**src/rtl/mem_stage.sv**
```systemverilog
// Memory-access pipeline stage: issues loads/stores on the data-memory bus,
// stalls upstream while a transaction is outstanding, registers the writeback result.
module mem_stage #(
  parameter int unsigned TIMEOUT = 64,
  parameter int unsigned CNT_W   = 7
) (
  input  logic        clk,
  input  logic        rst,
  input  logic        in_valid,
  input  logic [31:0] in_alu_result,
  input  logic [31:0] in_write_data,
  input  logic        in_mem_read,
  input  logic        in_mem_write,
  input  logic        in_reg_write,
  input  logic [4:0]  in_rd,
  input  logic [2:0]  in_funct3,
  output logic        stall,
  output logic [31:0] bp_mem,
  output logic        dmem_req,
  output logic        dmem_we,
  output logic [31:0] dmem_addr,
  output logic [31:0] dmem_wdata,
  output logic [3:0]  dmem_be,
  input  logic        dmem_ready,
  input  logic        dmem_rvalid,
  input  logic [31:0] dmem_rdata,
  output logic        wb_valid,
  output logic        wb_reg_write,
  output logic [4:0]  wb_rd,
  output logic [31:0] wb_data,
  output logic        misalign_exc,
  output logic        bus_timeout
);

  typedef enum logic [1:0] {IDLE, REQ, RESP} state_t;

  state_t           state, state_nx;
  logic [CNT_W-1:0] cnt;
  logic [31:0]      cap_addr, cap_wdata;
  logic             cap_we, cap_reg_write;
  logic [4:0]       cap_rd;
  logic [2:0]       cap_funct3;

  logic        mem_op, misaligned, accept, complete, timed_out, busy;
  logic [1:0]  off;
  logic [3:0]  st_be;
  logic [31:0] st_wdata, ld_data;
  logic [7:0]  ld_byte;
  logic [15:0] ld_half;

  assign bp_mem = in_alu_result;

  always_comb begin
    mem_op     = in_valid & (in_mem_read | in_mem_write);
    misaligned = ((in_funct3[1:0] == 2'b01) && in_alu_result[0]) ||
                 ((in_funct3[1:0] == 2'b10) && (in_alu_result[1:0] != 2'b00));
    accept     = (state == IDLE) & mem_op & ~misaligned;
    busy       = (state == REQ) | (state == RESP);
    complete   = ((state == REQ) & cap_we & dmem_ready) | ((state == RESP) & dmem_rvalid);
    // completion takes precedence over an expiring counter in the same cycle
    timed_out  = busy & ~complete & (cnt == CNT_W'(TIMEOUT - 1));
    stall      = ~rst & (accept | (busy & ~complete & ~timed_out));
  end

  always_comb begin
    state_nx = state;
    case (state)
      IDLE: if (accept) state_nx = REQ;
      REQ: begin
        if (complete || timed_out) state_nx = IDLE;
        else if (dmem_ready)       state_nx = RESP;
      end
      RESP: if (complete || timed_out) state_nx = IDLE;
      default: state_nx = IDLE;
    endcase
  end

  always_comb begin
    off = cap_addr[1:0];
    case (cap_funct3)
      3'b000: begin
        st_be    = 4'b0001 << off;
        st_wdata = {4{cap_wdata[7:0]}};
      end
      3'b001: begin
        st_be    = 4'b0011 << off;
        st_wdata = {2{cap_wdata[15:0]}};
      end
      default: begin
        st_be    = 4'b1111;
        st_wdata = cap_wdata;
      end
    endcase
  end

  always_comb begin
    case (off)
      2'd0:    ld_byte = dmem_rdata[7:0];
      2'd1:    ld_byte = dmem_rdata[15:8];
      2'd2:    ld_byte = dmem_rdata[23:16];
      default: ld_byte = dmem_rdata[31:24];
    endcase
    ld_half = off[1] ? dmem_rdata[31:16] : dmem_rdata[15:0];
    case (cap_funct3)
      3'b000:  ld_data = {{24{ld_byte[7]}}, ld_byte};
      3'b100:  ld_data = {24'd0, ld_byte};
      3'b001:  ld_data = {{16{ld_half[15]}}, ld_half};
      3'b101:  ld_data = {16'd0, ld_half};
      default: ld_data = dmem_rdata;
    endcase
  end

  always_comb begin
    dmem_req   = (state == REQ);
    dmem_we    = dmem_req & cap_we;
    dmem_addr  = dmem_req ? {cap_addr[31:2], 2'b00} : '0;
    dmem_wdata = dmem_req ? st_wdata : '0;
    dmem_be    = dmem_req ? st_be : '0;
  end

  always_ff @(posedge clk or posedge rst) begin
    if (rst) begin
      state         <= IDLE;
      cnt           <= '0;
      cap_addr      <= '0;
      cap_wdata     <= '0;
      cap_we        <= 1'b0;
      cap_reg_write <= 1'b0;
      cap_rd        <= '0;
      cap_funct3    <= '0;
      wb_valid      <= 1'b0;
      wb_reg_write  <= 1'b0;
      wb_rd         <= '0;
      wb_data       <= '0;
      misalign_exc  <= 1'b0;
      bus_timeout   <= 1'b0;
    end else begin
      state        <= state_nx;
      wb_valid     <= 1'b0;
      wb_reg_write <= 1'b0;
      misalign_exc <= 1'b0;
      bus_timeout  <= 1'b0;
      case (state)
        IDLE: begin
          if (in_valid && !mem_op) begin
            wb_valid     <= 1'b1;
            wb_reg_write <= in_reg_write;
            wb_rd        <= in_rd;
            wb_data      <= in_alu_result;
          end else if (mem_op && misaligned) begin
            wb_valid     <= 1'b1;
            misalign_exc <= 1'b1;
            wb_rd        <= in_rd;
            wb_data      <= in_alu_result;
          end else if (accept) begin
            cnt           <= '0;
            cap_addr      <= in_alu_result;
            cap_wdata     <= in_write_data;
            cap_we        <= in_mem_write;
            cap_reg_write <= in_reg_write;
            cap_rd        <= in_rd;
            cap_funct3    <= in_funct3;
          end
        end
        REQ, RESP: begin
          cnt <= cnt + 1'b1;
          if (complete) begin
            wb_valid     <= 1'b1;
            wb_reg_write <= ~cap_we & cap_reg_write;
            wb_rd        <= cap_rd;
            wb_data      <= cap_we ? cap_addr : ld_data;
          end else if (timed_out) begin
            wb_valid    <= 1'b1;
            bus_timeout <= 1'b1;
            wb_rd       <= cap_rd;
          end
        end
        default: ;
      endcase
    end
  end

endmodule

```
**config.mk**
```make
export PLATFORM = sky130hd
export DESIGN_NAME = mem_stage
export DESIGN_NICKNAME = d
export VERILOG_FILES = /design/src/rtl/mem_stage.sv
export SDC_FILE = /design/constraint.sdc
export NUM_CORES = 1
export LEC_CHECK = 0
export BUFFER_PORTS_ARGS = -buffer_cell sky130_fd_sc_hd__buf_2
export CAP_MARGIN = 10
export CORE_MARGIN = 2
export CORE_UTILIZATION = 54
export DETAILED_ROUTE_END_ITERATION = 10
export GPL_TIMING_DRIVEN = 1
export MAX_ROUTING_LAYER = met4
export PLACE_DENSITY_LB_ADDON = 0.15
export RECOVER_POWER = 50
export SETUP_SLACK_MARGIN = 0.05
export SYNTH_ARGS = -nofsm -noshare
export SYNTH_HDL_FRONTEND = slang
export SYNTH_SLANG_ARGS = --single-unit
```
**constraint.sdc**
```tcl
create_clock -name clk -period 5.55 [get_ports clk]
set_clock_uncertainty 0.2 [all_clocks]
set_input_delay 0 -clock clk [delete_from_list [all_inputs] [get_ports clk]]
set_output_delay 0 -clock clk [all_outputs]
set_load 0.03 [all_outputs]
```
; ---- Word level (Yosys, flattened, before mapping)
; Cells that the tools add are included.
[word_totals]
regBits = 124
output_inout_bits = 144
[classes]
addsub = 1
n_eq_ne = 18
shifts = 2
n_mux = 39
bitwise_logic = 22
reduce_logical = 18
[ops]
columns = operator, n
row1 = 32-bit two-way mux, 6
row2 = 32-bit case mux with 2 select lines, 2
row3 = 32-bit case mux with 4 select lines, 1
row4 = 8-bit case mux with 3 select lines, 1
row5 = 7-bit two-way mux, 3
row6 = 5-bit two-way mux, 4
row7 = 16-bit two-way mux, 1
row8 = 7-bit case mux with 2 select lines, 1
row9 = 1-bit AND, 11
row10 = 1-bit two-way mux, 10
row11 = 5-bit case mux with 2 select lines, 1
row12 = 3-bit AND reduction, 3
row13 = 2-bit two-way mux, 4
row14 = "2-bit inequality test, second input constant", 4
row15 = 4-bit case mux with 2 select lines, 1
row16 = 4-bit AND reduction, 2
row17 = "7-bit by 1-bit adder with 7-bit output, second input constant", 1
row18 = "7-bit by 6-bit == test with 1-bit output, second input constant", 1
row19 = 1-bit NOT, 7
row20 = "2-bit by 1-bit == test with 1-bit output, second input constant", 3
row21 = "2-bit == test, second input constant", 3
row22 = "3-bit == test, second input constant", 2
row23 = "3-bit by 1-bit inequality test with 1-bit output, second input constant", 2
row24 = 2-bit case mux with 3 select lines, 1
row25 = other kinds (15), 25

; ---- Depth between registers and ports, before layout
; Gate-level depths: netlist of run 1.
[depth]
word_depth = 11
ltp_mapped = 9
mapped_depth_nobuf = 7

; ---- Least setup slack after synthesis of run 1
; OpenSTA, ideal clock, no wires.
[synth_path]
kind = reg2reg
startpoint = register state[0]
endpoint = register wb_rd[4]
setup_time_ns = 0.125
arrival_time_ns = 2.100
path_slack_ns = 3.125
stages_incl_launch_ff = 8
n_path_buf = 3
cell_sequence = dfrtp_1 > inv_1 > ha_1 > clkbuf_1 > clkbuf_1 > clkbuf_1 > mux2_2 > mux2_2
[synth_between]
elab_chain_cells = 9
[synth_rtl]
columns = item, line
row1 = "start, declared", 37  ; state_t state, state_nx;
row2 = "start signal, assigned", 138  ; state <= state_nx;
row3 = 2-bit by 1-bit == test with 1-bit output, "58, 59, 143"
row4 = 1-bit AND (2 in series), 59  ; complete = ((state == REQ) & cap_we & dmem_ready) | ((state == RESP) & dmem_rvalid);
row5 = 1-bit bitwise OR, 59
row6 = 1-bit NOT, 61  ; timed_out = busy & ~complete & (cnt == CNT_W'(TIMEOUT - 1));
row7 = 1-bit AND (2 in series), 61
row8 = 3-bit inequality test (no line), -
row9 = 3-bit AND reduction (no line), -
row10 = "end signal, assigned", 148  ; wb_rd <= in_rd;
row11 = "end signal, assigned", 153  ; wb_rd <= in_rd;
row12 = "end signal, assigned", 170  ; wb_rd <= cap_rd;
row13 = "end, declared", 29  ; output logic [4:0] wb_rd,
; Several ways; a longest one is shown, not always the timed one.
; A chain may end at the register's enable or synchronous reset.

; ---- Worst setup path after layout of run 1
[layout_path]
startpoint = register state[1]
endpoint = register wb_data[12]
[layout_between]
elab_chain_cells = 6
[layout_rtl]
columns = item, line
row1 = 2-bit by 1-bit == test with 1-bit output, "59, 143"
row2 = 1-bit AND (2 in series), 59
row3 = 1-bit bitwise OR, 59
row4 = 2-bit inequality test (no line), -
row5 = 3-bit AND reduction (no line), -
row6 = "end signal, assigned", 149  ; wb_data <= in_alu_result;
row7 = "end signal, assigned", 154  ; wb_data <= in_alu_result;
row8 = "end signal, assigned", 171  ; wb_data <= cap_we ? cap_addr : ld_data;
row9 = "end, declared", 30  ; output logic [31:0] wb_data,
; Several ways; a longest one is shown, not always the timed one.

==> results of run 1 <==
## worst max-delay path, stage by stage, from the launching register on
cell           delay [ns]
dfrtp_1              0.39
inv_1                0.08
ha_1                 1.52
nand2b_1             0.38
nor3_1               0.62
o21ai_0              0.18
a31oi_1              0.21
dlygate4sd3_1        0.58
## cell type report
type                            count  area [um^2]  area share
Inverter                           12         46.3     0.00466
Sequential cell                   124         3100       0.312
Timing Repair Buffer              380         2430       0.244
Tap cell                          172          215      0.0217
Clock buffer                       21          470      0.0474
Clock inverter                     11          165      0.0166
Multi-Input combinational cell    581         3510       0.353
## flip-flops by register name, summed over array words and instances (netlist names)
signal	cells
cap_we	1
cap_rd	5
misalign_exc	1
cnt	7
cap_wdata	32
wb_reg_write	1
wb_rd	5
cap_addr	32
state	2
cap_reg_write	1
bus_timeout	1
wb_data	32
wb_valid	1
cap_funct3	3
## where the power goes
part	total (W)	internal (W)	switching (W)
registers	0.00181	0.00135	0.000459
clock network	0.00120	0.000785	0.000420
logic	0.00344	0.00123	0.00220
## final timing paths
check | from | endpoint | slack, ns | depth (start not counted)
max in group asynchronous | rst | wb_data[25] | 1.91 | 4
min | dmem_rdata[30] | wb_data[30] | 0.02 | 4
min in group asynchronous | rst | cap_wdata[14] | 0.82 | 3
max reg2reg | state[1] | wb_data[12] | 1.27 | 7
min reg2reg | wb_data[30] | wb_data[30] | 0.28 | 1
max | state[1] | wb_data[12] | 1.27 | 7
## cell families (layout without fill, tap and decap cells)
group | count (synthesis) | after routing | share of synthesized area
XOR/XNOR | 1 | 1 | 0.00123
AND/OR/NAND/NOR | 312 | 312 | 0.190
adder cells (fa/ha/maj) | 5 | 5 | 0.00879
multiplexers | 52 | 52 | 0.0812
flip-flops | 124 | 124 | 0.436
buffers and inverters | 101 | 424 | 0.0731
other | 1 | 2 | 0.000527
AO/OA/AOI/OAI | 209 | 209 | 0.209
## synth_stat cells, types with 3 or more instances
library cell / number
a22o_1: 3
nor2_1: 39
o22a_1: 8
nor3_1: 4
a22oi_1: 21
o21ai_0: 29
nand3_1: 6
nor2b_1: 5
buf_4: 34
o22ai_1: 21
a21boi_0: 18
clkbuf_1: 38
a221o_1: 5
a21o_1: 19
mux2_2: 36
mux2i_1: 15
nand2b_1: 5
o211a_1: 8
o221ai_1: 3
a31oi_1: 11
dfrtp_1: 124
and2_1: 42
inv_1: 11
and3_1: 3
a21oi_1: 27
a221oi_1: 6
a211oi_1: 19
buf_1: 6
buf_2: 11
ha_1: 5
nand2_1: 199
## per-layer routing
layer / global-route usage / vias up / part of all wire
met5: - / - / 0
met4: 0.193 / 0 / 0.048
met3: 0.0840 / 113 / 0.091
met2: 0.596 / 511 / 0.48
met1: 0.446 / 3593 / 0.38
li1: - / 3395 / -
## stage by stage
| step | power [W] | utilization | setup slack, ns | cells |
|---|---|---|---|---|
| 5_1_grt | 0.00681 | 0.781 | 1.03 | 1301 |
| 3_5_place_dp | 0.00498 | 0.643 | 2.40 | 1148 |
| 4_1_cts | 0.00636 | 0.789 | 1.88 | 1301 |
| 2_1_floorplan | 0.00411 | - | 2.05 | 806 |
| 3_3_place_gp | 0.00492 | 0.643 | 2.46 | 1148 |
| 6_report | 0.00645 | 0.781 | 1.27 | 1301 |
==> results.sh, run 1 <==
export IMPL_core_region_area_um2=12700
export IMPL_maximum_buffer_depth_of_the_clock_tree=2
export IMPL_tritoncts="built"
export IMPL_yosys_top_cells_area="dfrtp_1 (44%), nand2_1 (10%), mux2_2 (5.7%), and2_1 (3.7%), buf_4 (3.6%)"
export IMPL_worst_hold_path_type="input pin to register"
export IMPL_grt_setup_unrepaired="false"
export IMPL_antenna_left=0
export IMPL_clk_root_buffer_cell="clkbuf_16"
export IMPL_synth_largest_area_cell="dfrtp_1"
export IMPL_tritoncts_num_buffers=17
export IMPL_synthDistinctLibCells=51
export IMPL_vias_per_cell=5.85
export IMPL_tightestPinTransition_ns=3.00
export IMPL_layout_area_overhead_vs_synth_pct=39.6
export IMPL_finalHoldWorstSlack_ns=0.0248
export IMPL_critical_path_arrival_ns=4.43
export IMPL_final_setup_viol_count=0
export IMPL_fin_crit_sh=0.771
export IMPL_dieArea_um2=14100
export IMPL_crit_required_ns=5.70
export IMPL_floorplan_initialDensity=0.559
export IMPL_h_tree_depth=4
export IMPL_std_cell_rows=41
export IMPL_vias=7612
export IMPL_relative_max_transition_margin=-1.01
export IMPL_finalWirelength_um=25500
export IMPL_timing_final_hold_violations=0
export IMPL_p_leak_nw=4.88
export IMPL_startpoint_type="register"
export IMPL_dpl_hpwl_um=15100
export IMPL_crit_type="register to register"
export IMPL_final_layout_size_suffix_gt1_frac=0.234
export IMPL_synthesis_area_per_instance_um2=8.84
export IMPL_finalInstanceArea_um2=9930
export IMPL_sequential_to_total_area_share_from_yosys_stat=0.436
export IMPL_routabilityCongestion=0.891
export IMPL_crit_fanout=52
export IMPL_total_gr_overflow=0
export IMPL_global_route_wire_length_before_repair_um=40600
export IMPL_drc_errors=0
export IMPL_layout_cells_most_common="nand2_1"
export IMPL_port_buffers=253
export IMPL_postCtsSetupBuffers=0
export IMPL_cts_repair_resize_count=0
export IMPL_die_width_um=119
export IMPL_synth_top_area_frac=0.436
export IMPL_drt_initial_drc_count=782
export IMPL_wire_per_inst_um=19.6
export IMPL_synth_enable_flop_cells=0
export IMPL_max_vdd_ir_drop_v=0.000381
export IMPL_detailed_place_area_um2=8190
export IMPL_post_synthesis_instance_total=805
export IMPL_powerDensity_nw_per_um2=649
export IMPL_ioPinCount=256
export IMPL_final_fill_count=904
export IMPL_cts_hold_fix_buffers=121
export IMPL_grt_start_max_net_pins=72
export IMPL_global_route_usage_over_all_layers=0.374
export IMPL_yosysWarnings=0
export IMPL_cts_sinks=124
export IMPL_clk_insertion_delay_late_ns=0.42
export IMPL_critPathCaptureType="register"
export IMPL_synthArstFlopShare=1.00
export IMPL_antennaDiodeCount=0
export IMPL_synth_cell_area_um2=7120
export IMPL_setup_total_negative_slack_ns=0
export IMPL_clock_pin_slew_of_the_registers_on_the_worst_case_setup_and_hold_paths_ns=0.06
export IMPL_fin_crit_ns=4.28
export IMPL_antenna_found_initial=0
export IMPL_postSynth_topFlopCell="dfrtp_1"
export IMPL_drt_first_pass_iters=5
export IMPL_outcome="finished, violations left"
export IMPL_max_freq_mhz=234
export IMPL_maxSlewViolCount=121
export IMPL_num_nets_final=1233
export IMPL_mostFrequentLayoutCells="nand2_1 (198), buf_2 (179), dfrtp_1 (124)"
export IMPL_ys_seq_elements=124
export IMPL_drv_max_cap_violation_count=2
export IMPL_fp_dieH_um=119
export IMPL_first_global_vias=7668
export IMPL_violations_in_the_final_reports="max-capacitance violations, max-slew violations"
(Power assumes the default switching activity.)
==> run 2, diff against run 1 <==
--- a/config.mk
+++ b/config.mk
@@ -8,7 +8,7 @@
 export BUFFER_PORTS_ARGS = -buffer_cell sky130_fd_sc_hd__buf_2
 export CAP_MARGIN = 10
 export CORE_MARGIN = 2
-export CORE_UTILIZATION = 54
+export CORE_UTILIZATION = 46
 export DETAILED_ROUTE_END_ITERATION = 10
 export GPL_TIMING_DRIVEN = 1
 export MAX_ROUTING_LAYER = met4
==> constraint.sdc (replaced) <==
create_clock -name clk -period 3.55 [get_ports clk]
set_clock_uncertainty 0.2 [all_clocks]
set_input_delay 0 -clock clk [delete_from_list [all_inputs] [get_ports clk]]
set_output_delay 0 -clock clk [all_outputs]
set_load 0.03 [all_outputs]
==> results.sh, run 2 (synthesized netlist as in run 1, its figures left out) <==
export IMPL_h_tree_depth=4
export IMPL_tritoncts_num_buffers=17
export IMPL_maximum_buffer_depth_of_the_clock_tree=2
export IMPL_p_seq_frac=0.265
export IMPL_antennaDiodeCount=0
export IMPL_power_net_switching_w=0.00476
export IMPL_vias=7400
export IMPL_crit_fanout=41
export IMPL_layout_area_overhead_vs_synth_pct=41.6
export IMPL_first_global_vias=7238
export IMPL_mostFrequentLayoutCells="nand2_1 (198), buf_2 (179), dfrtp_1 (124), dlygate4sd3_1 (124), clkbuf_1 (74)"
export IMPL_port_buffers=253
export IMPL_fin_ws_ns=0.293
export IMPL_dieArea_um2=16500
export IMPL_worst_stage_delay_on_the_critical_path_ns=0.57
export IMPL_routabilityCongestion=0.842
export IMPL_critPathCaptureType="register"
export IMPL_fp_dieH_um=128
export IMPL_global_route_usage_over_all_layers=0.312
export IMPL_antenna_left=0
export IMPL_critPathTopFamily="buffers and inverters"
export IMPL_power_share_clock=0.186
export IMPL_wire_per_inst_um=18.5
export IMPL_total_gr_overflow=0
export IMPL_core_region_area_um2=15100
export IMPL_relative_max_transition_margin=-0.118
export IMPL_crit_type="register to register"
export IMPL_finalWirelength_um=24700
export IMPL_switching_fraction=0.470
export IMPL_max_vdd_ir_drop_v=0.000806
export IMPL_tightestPinTransition_ns=1.68
export IMPL_grt_setup_unrepaired="false"
export IMPL_critical_path_slowest_cell="dlygate4sd3_1"
export IMPL_power_combinational_fraction=0.550
export IMPL_global_route_wire_length_before_repair_um=38800
export IMPL_startpoint_type="register"
export IMPL_layout_cells_most_common="nand2_1"
export IMPL_grt_start_max_net_pins=79
export IMPL_postCtsSetupBuffers=0
export IMPL_drc_errors=0
export IMPL_layout_top_registers="cap_addr x32, cap_wdata x32, wb_data x32"
export IMPL_clk_root_buffer_cell="clkbuf_16"
export IMPL_final_setup_viol_count=0
export IMPL_num_nets_final=1247
export IMPL_std_cell_rows=45
export IMPL_drt_first_pass_iters=4
export IMPL_timing_final_hold_violations=0
export IMPL_setup_total_negative_slack_ns=0
export IMPL_drt_initial_drc_count=497
export IMPL_critical_path_buf_inv_count=3
export IMPL_place_ws_ns=0.662
export IMPL_vias_per_cell=5.56
export IMPL_dpl_hpwl_um=15900
export IMPL_max_freq_mhz=307
export IMPL_fin_crit_ns=3.26
export IMPL_p_leak_nw=4.96
export IMPL_outcome="finished, violations left"
export IMPL_clk_insertion_delay_late_ns=0.42
export IMPL_clock_pin_slew_of_the_registers_on_the_worst_case_setup_and_hold_paths_ns=0.05
export IMPL_powerDensity_nw_per_um2=1000
export IMPL_crit_required_ns=3.70
export IMPL_critical_path_cell_chain="inv_1, ha_2, buf_4, nand2b_1, nor2_1, a21oi_1, a31oi_1, dlygate4sd3_1"
export IMPL_maxSlewViolCount=79
export IMPL_fin_crit_sh=0.917
export IMPL_internal_power_w=0.00537
export IMPL_drv_max_cap_violation_count=1
export IMPL_cts_sinks=124
export IMPL_antenna_found_initial=0
export IMPL_final_layout_size_suffix_gt1_frac=0.243
export IMPL_tritoncts="built"
export IMPL_violations_in_the_final_reports="max-capacitance violations, max-slew violations"
export IMPL_critical_path_arrival_ns=3.41
export IMPL_die_width_um=128
export IMPL_ioPinCount=256
export IMPL_floorplan_initialDensity=0.470
export IMPL_worst_hold_path_type="input pin to register"
[run 2: repair_timing]
item | 4_1_cts | 5_1_grt
endpoints found under the hold margin | 194 | 0
hold buffers | 124 | 0
resized for setup | 0 | 1
setup endpoints to repair | 0 | 6
[run 2: metrics by stage]
step	utilization	total power (W)	cell area, um^2	hold WS (ns)	instances
floorplan	-	0.00642	7120	-0.0946	806
global placement	0.548	0.00787	8300	-0.00835	1175
detailed placement	0.548	0.00795	8300	-0.00826	1175
CTS	0.673	0.0101	10200	0.0478	1331
global route	0.666	0.0108	10100	0.128	1331
finish	0.666	0.0101	10100	0.0604	1331
[run 2: power groups by stage]
stage | Combinational (W) | Sequential [W] | Clock, W
finish | 0.00557 | 0.00268 | 0.00188
global route | 0.00604 | 0.00277 | 0.00197
CTS | 0.00557 | 0.00265 | 0.00191
detailed placement | 0.00529 | 0.00267 | 0
global placement | 0.00520 | 0.00267 | 0
floorplan | 0.00354 | 0.00288 | 0
[run 2: cell type report]
| type | count | area [um^2] |
|---|---|---|
| Clock inverter | 11 | 164 |
| Multi-Input combinational cell | 581 | 3510 |
| Fill cell | 1230 | 5060 |
| Timing Repair Buffer | 394 | 2540 |
| Clock buffer | 21 | 480 |
| Sequential cell | 124 | 3100 |
| Inverter | 12 | 45.0 |
| Tap cell | 188 | 235 |
[run 2: tightest hold or removal path, stage by stage]
cell	delay, ns
buf_2	0.12
o21ai_0	0.13
a221oi_1	0.08
a221oi_1	0.19
o21ai_0	0.10
[run 2: final timing paths]
check / from / end / slack (ns) / cells past startpoint
max: state[1] / wb_data[14] / 0.29 / 8
min in group asynchronous: rst / wb_valid / 0.42 / 3
max reg2reg: state[1] / wb_data[14] / 0.29 / 8
min: dmem_rdata[6] / wb_data[6] / 0.06 / 5
max in group asynchronous: rst / cap_addr[27] / 0.77 / 4
min reg2reg: wb_data[2] / wb_data[2] / 0.28 / 2
[run 2: layer usage]
| metal | routed length (um) | track usage |
|---|---|---|
| met4 | 825 | 0.129 |
| met2 | 11700 | 0.483 |
| met5 | 0 | - |
| met3 | 1790 | 0.0686 |
| met1 | 10400 | 0.397 |
